$ cat src/rtl/seg7_scan_driver.sv
// Two-digit 7-segment scan driver: double-buffered segment codes, blank gaps
// between digits, optional leading-zero blanking on the tens digit.
module seg7_scan_driver #(
  parameter int unsigned DWELL          = 1000,
  parameter int unsigned GAP            = 2,
  parameter logic [7:0]  ZERO_CODE      = 8'b0011_1111,
  parameter bit          BLANK_LZ       = 1'b1,
  parameter bit          SEG_ACTIVE_LOW = 1'b1
) (
  input  logic       clk,
  input  logic       rst_n,
  input  logic       en,
  input  logic       load,
  input  logic [7:0] digit_hi,
  input  logic [7:0] digit_lo,
  output logic [7:0] seg,
  output logic [1:0] an,
  output logic       frame_done
);

  localparam int unsigned CNT_W      = 16;
  localparam logic [CNT_W-1:0] DWELL_LAST = CNT_W'(DWELL - 1);
  localparam logic [CNT_W-1:0] GAP_LAST   = CNT_W'((GAP > 0) ? GAP - 1 : 0);
  localparam bit               HAS_GAP    = (GAP != 0);
  localparam logic [7:0]       SEG_BLANK  = SEG_ACTIVE_LOW ? 8'hFF : 8'h00;

  typedef enum logic [2:0] {
    ST_OFF     = 3'd0,
    ST_SHOW_HI = 3'd1,
    ST_GAP_HI  = 3'd2,
    ST_SHOW_LO = 3'd3,
    ST_GAP_LO  = 3'd4
  } state_e;

  state_e           state_q, state_d;
  logic [CNT_W-1:0] cnt_q, cnt_d;
  logic [7:0]       shadow_hi_q, shadow_hi_d, shadow_lo_q, shadow_lo_d;
  logic [7:0]       disp_hi_q, disp_hi_d, disp_lo_q, disp_lo_d;
  logic [7:0]       seg_q, seg_d;
  logic [1:0]       an_q, an_d;
  logic             frame_done_q, frame_done_d;

  function automatic logic [7:0] seg_drive(input logic [7:0] code);
    return SEG_ACTIVE_LOW ? ~code : code;
  endfunction

  // Next state, counter, buffers and outputs all derived from the next state
  // so outputs change on the same edge as the state register.
  always_comb begin
    state_d      = state_q;
    cnt_d        = cnt_q + CNT_W'(1);
    shadow_hi_d  = load ? digit_hi : shadow_hi_q;
    shadow_lo_d  = load ? digit_lo : shadow_lo_q;
    disp_hi_d    = disp_hi_q;
    disp_lo_d    = disp_lo_q;
    frame_done_d = 1'b0;
    seg_d        = SEG_BLANK;
    an_d         = 2'b11;

    if (!en) begin
      state_d = ST_OFF;
    end else begin
      unique case (state_q)
        ST_OFF:     state_d = ST_SHOW_HI;
        ST_SHOW_HI: if (cnt_q == DWELL_LAST) state_d = HAS_GAP ? ST_GAP_HI : ST_SHOW_LO;
        ST_GAP_HI:  if (cnt_q == GAP_LAST)   state_d = ST_SHOW_LO;
        ST_SHOW_LO: if (cnt_q == DWELL_LAST) state_d = HAS_GAP ? ST_GAP_LO : ST_SHOW_HI;
        ST_GAP_LO:  if (cnt_q == GAP_LAST)   state_d = ST_SHOW_HI;
        default:    state_d = ST_OFF;
      endcase
    end

    if (state_d != state_q || state_d == ST_OFF) cnt_d = '0;

    // Frame boundary: swap in the buffered codes (pre-edge shadow, no bypass).
    if (state_d == ST_SHOW_HI && state_q != ST_SHOW_HI) begin
      disp_hi_d    = shadow_hi_q;
      disp_lo_d    = shadow_lo_q;
      frame_done_d = (state_q == ST_SHOW_LO) || (state_q == ST_GAP_LO);
    end

    if (state_d == ST_SHOW_HI) begin
      if (!(BLANK_LZ && disp_hi_d == ZERO_CODE)) begin
        an_d  = 2'b01;
        seg_d = seg_drive(disp_hi_d);
      end
    end else if (state_d == ST_SHOW_LO) begin
      an_d  = 2'b10;
      seg_d = seg_drive(disp_lo_d);
    end
  end

  always_ff @(posedge clk or negedge rst_n) begin
    if (!rst_n) begin
      state_q      <= ST_OFF;
      cnt_q        <= '0;
      shadow_hi_q  <= 8'h00;
      shadow_lo_q  <= 8'h00;
      disp_hi_q    <= 8'h00;
      disp_lo_q    <= 8'h00;
      seg_q        <= SEG_BLANK;
      an_q         <= 2'b11;
      frame_done_q <= 1'b0;
    end else begin
      state_q      <= state_d;
      cnt_q        <= cnt_d;
      shadow_hi_q  <= shadow_hi_d;
      shadow_lo_q  <= shadow_lo_d;
      disp_hi_q    <= disp_hi_d;
      disp_lo_q    <= disp_lo_d;
      seg_q        <= seg_d;
      an_q         <= an_d;
      frame_done_q <= frame_done_d;
    end
  end

  assign seg        = seg_q;
  assign an         = an_q;
  assign frame_done = frame_done_q;

endmodule

$ cat config.mk
export PLATFORM = sky130hd
export DESIGN_NAME = seg7_scan_driver
export DESIGN_NICKNAME = d
export VERILOG_FILES = /design/src/rtl/seg7_scan_driver.sv
export SDC_FILE = /design/constraint.sdc
export NUM_CORES = 1
export LEC_CHECK = 0
export CAP_MARGIN = 25
export CORE_ASPECT_RATIO = 2
export CORE_MARGIN = 3
export CORE_UTILIZATION = 59
export CTS_CLUSTER_SIZE = 12
export DETAILED_ROUTE_END_ITERATION = 6
export PLACE_DENSITY_LB_ADDON = 0.2
export SLEW_MARGIN = 20
export SYNTH_ARGS = -nofsm -noshare
export SYNTH_HDL_FRONTEND = slang
export SYNTH_SLANG_ARGS = --single-unit
$ cat constraint.sdc
create_clock -name clk -period 4.45 [get_ports clk]
set_clock_uncertainty 0.15 [all_clocks]
set_input_delay 0.89 -clock clk [delete_from_list [all_inputs] [get_ports clk]]
set_output_delay 0.89 -clock clk [all_outputs]
set_load 0.03 [all_outputs]
==> summary.txt <==
Status
  – Status: finished clean

Power
  – PwrDens: roughly 460 nW/um^2
  – Sequential Power Share: a little under half
  – Combinational group share of total power: 17.5%
  – Cell leakage power: 1.40 nW
  – Clk network pwr share: 34.9%
  – Final Power: roughly 1.5 mW
  – Maximum VDD drop: 353 uV
  – Sw frac: 25.6%
  – Pint: 1.10 mW
  – Net Sw Power: 0.379 mW

Die
  – Die width: 53.7 um
  – Die Ht: about 100 um
  – Core area: 4380 um^2
  – Die ar.: 5450 um^2
  – Initial core utilization: 61.3%
  – Row Count: 34
  – IO Count: 31

Global route
  – Total Routing Usage GR: 22.0%
  – Initial antenna violation count: 0
  – Grt total ovfl: 0
  – Vias in the first global route: 1,858
  – Global-route wire length before repair: about 8.4 mm
  – Largest net degree at the start of global routing: 42

Setup path
  – Arr. time, crit path: around 3.2 ns
  – CP max stage cell: or4_1
  – Slowest Stage Delay on Critical Path: 0.61 ns
  – CP cell instances: inv_1 -> ha_1 -> or4b_1 -> or4_1 -> a2111oi_4 -> buf_4 -> mux2_2 -> a2bb2oi_1
  – Top delay family on crit path: simple AND/OR/NAND/NOR gates
  – Worst Setup End Kind: flop
  – CP startpoint kind: flop
  – Buf+Inv Stages, Crit Path: 2
  – Start of the worst register-to-register path: cnt_q[1]
  – Crit Path Category: reg -> reg
  – Critical path origin: cnt_q[1]
  – Worst endpoint required time: 4.55 ns
  – Crit-path max FO: 17

STA
  – Setup TNS: 0 ns
  – Setup-failing EPs final: 0
  – Worst hold slack: 0.325 ns
  – Final Hold Fails: 0
  – Worst-Margin Slew: approximately 0.85 ns
  – Setup ws final: ~1.4 ns
  – Relative slew slack: 43.6%
  – Crit share post-route: 69.2%
  – Peak Freq: ~320 MHz
  – Final count of pins violating max slew: 0
  – Minimum clock period after layout: about 3.1 ns
  – RSZ-0062 raised after global routing: no

Synth
  – Top-area cell type share of the netlist area: 48.5%
  – Synth Instances: 220
  – Area leader, netlist: dfrtp_1
  – Distinct cells, synth: 39
  – Most used DFF post-synth: dfrtp_1
  – Syn nets: 242
  – Synth Warn #: 0
  – Sequential cell area fraction in the yosys report: 58.2%
  – Synthesized area per cell: 12.2 um^2
  – Yosys reg bits: 62
  – Post-synth EDFFs: 0
  – Synth Cell Area: 2690 um^2
  – Post-synth ARST share: 100%
  – Top area cells in the synthesized netlist: dfrtp_1 (48%), dfstp_2 (9.8%), mux2_2 (9.2%)

Flow run
  – Total of max-cap violations: 0

Placement
  – Place WS: 1.37 ns
  – Final HPWL DP: about 3.7 mm
  – Gpl congestion: 0.754
  – Area after DPL: roughly 3000 um^2
  – IO Port Bufs: 30

CTS
  – Skew-Pair Late Insertion Delay: 0.33 ns
  – H-tree depth: 3
  – Post-CTS Setup Bufs: 0
  – Post-cts resize count: 0
  – Clock Pin Slew Worst Setup and Hold Paths: 0.06 ns
  – Total CTS buffers: 9
  – Root buf cell: clkbuf_8
  – CTS max path bufs: 2
  – CTS tree: yes
  – Hold buffers post-CTS: 0
  – Clock sinks: 62

Finish
  – Total inserted antenna cells: 0
  – Layout cell share with drive strength beyond 1: between 20% and 30%
  – Commonest non-fill, non-tap cell in the layout: dfrtp_1
  – Fill count: 309
  – NumNets Final: 275
  – P&R area growth vs syn: 20.4%
  – Final Instance Area: 3230 um^2
  – Most frequent cells in the layout: dfrtp_1 (52), clkdlybuf4s50_1 (29), nor2_1 (23), mux2_2 (22), nand2_1 (16)

Routing
  – DRT iter0 DRCs: 14
  – Final wirelength: between 5 and 6 mm
  – Routed via count: between 1,500 and 2,000
  – Antenna viol nets, final: 0
  – Avg Vias per Cell: 5.57
  – # DRC: 0
  – Pre-antenna DRT Iters: 4
  – Wire per inst: about 16 um

Worst hold path
  – Hold Crit Start: disp_lo_q[7]
  – Worst min path class: reg -> reg
-- registers in the layout, summed over array words and instances, names as in the netlist --
signal / flops
shadow_lo_q: 8
shadow_hi_q: 8
seg: 8
disp_hi_q: 8
disp_lo_q: 8
cnt_q: 16
state_q: 3
an: 2
frame_done: 1
-- layout make-up --
cell class	count	area, um^2	share of cell area (%)
Timing Repair Buffer	32	310	9.60
Inverter	10	37.5	1.16
Sequential cell	62	1560	48.4
Clock inverter	3	40.0	1.24
Tap cell	54	67.6	2.09
Multi-Input combinational cell	138	1030	32.0
Clock buffer	13	179	5.53
-- worst paths after layout --
check	depth (start not counted)	slack, ns	to
max reg2reg	8	1.37	seg[4]
min in group asynchronous	1	0.51	cnt_q[2]
min reg2reg	2	0.33	disp_lo_q[7]
max in group asynchronous	2	2.78	seg[7]
min	2	0.33	disp_lo_q[7]
max	8	1.37	seg[4]
-- power groups by stage --
stage | Sequential, mW | Clock (mW) | Combinational (mW)
CTS | 0.705 | 0.533 | 0.263
floorplan | 0.737 | 0 | 0.140
detailed placement | 0.714 | 0 | 0.263
global route | 0.713 | 0.557 | 0.283
finish | 0.704 | 0.517 | 0.259
global placement | 0.713 | 0 | 0.258
-- worst min-delay path, cell delays in order (launching register included) --
cell and delay, ns:
dfrtp_1 0.35, nand2_1 0.05, nand2_1 0.05
-- metrics by stage --
| step | std cells | utilization, % |
|---|---|---|
| floorplan | 220 | - |
| global placement | 296 | 68.8 |
| detailed placement | 296 | 68.8 |
| CTS | 312 | 73.8 |
| global route | 312 | 73.8 |
| finish | 312 | 73.8 |
-- cells in the mapped netlist (2+ instances only) --
cell / number
and3_1: 3
inv_1: 10
nor2_1: 23
and4_1: 3
dfstp_2: 10
a211o_1: 2
nor2b_1: 2
xnor2_1: 6
clkbuf_1: 5
a2bb2oi_1: 6
ha_1: 2
mux2_2: 22
dfrtp_1: 52
or4_1: 2
nand4b_1: 4
nand3_1: 9
nand2_1: 16
buf_2: 3
nand4_1: 4
xor2_1: 9
mux2i_1: 9
-- layer usage --
layer  global-route usage (%)  part of all wire, %  vias up
met4                     10.0                  2.7        0
met3                     5.89                  2.9       12
met2                     40.6                   58       37
met1                     21.4                   37      860
li1                         -                    -      828
met5                        0                    0        -
-- kinds of logic (layout without fill, tap and decap cells) --
| family | after synthesis | after routing | synth area share (%) |
|---|---|---|---|
| buffers and inverters | 20 | 58 | 3.22 |
| adders and majority gates | 2 | 2 | 0.932 |
| DFF | 62 | 62 | 58.2 |
| xor gates and xnor gates | 15 | 15 | 4.89 |
| and+or+nand+nor | 73 | 73 | 14.1 |
| muxes | 31 | 31 | 12.6 |
| AOI/OAI and AO/OA | 17 | 17 | 6.01 |
Note: power is estimated with default switching activity, not from simulation.
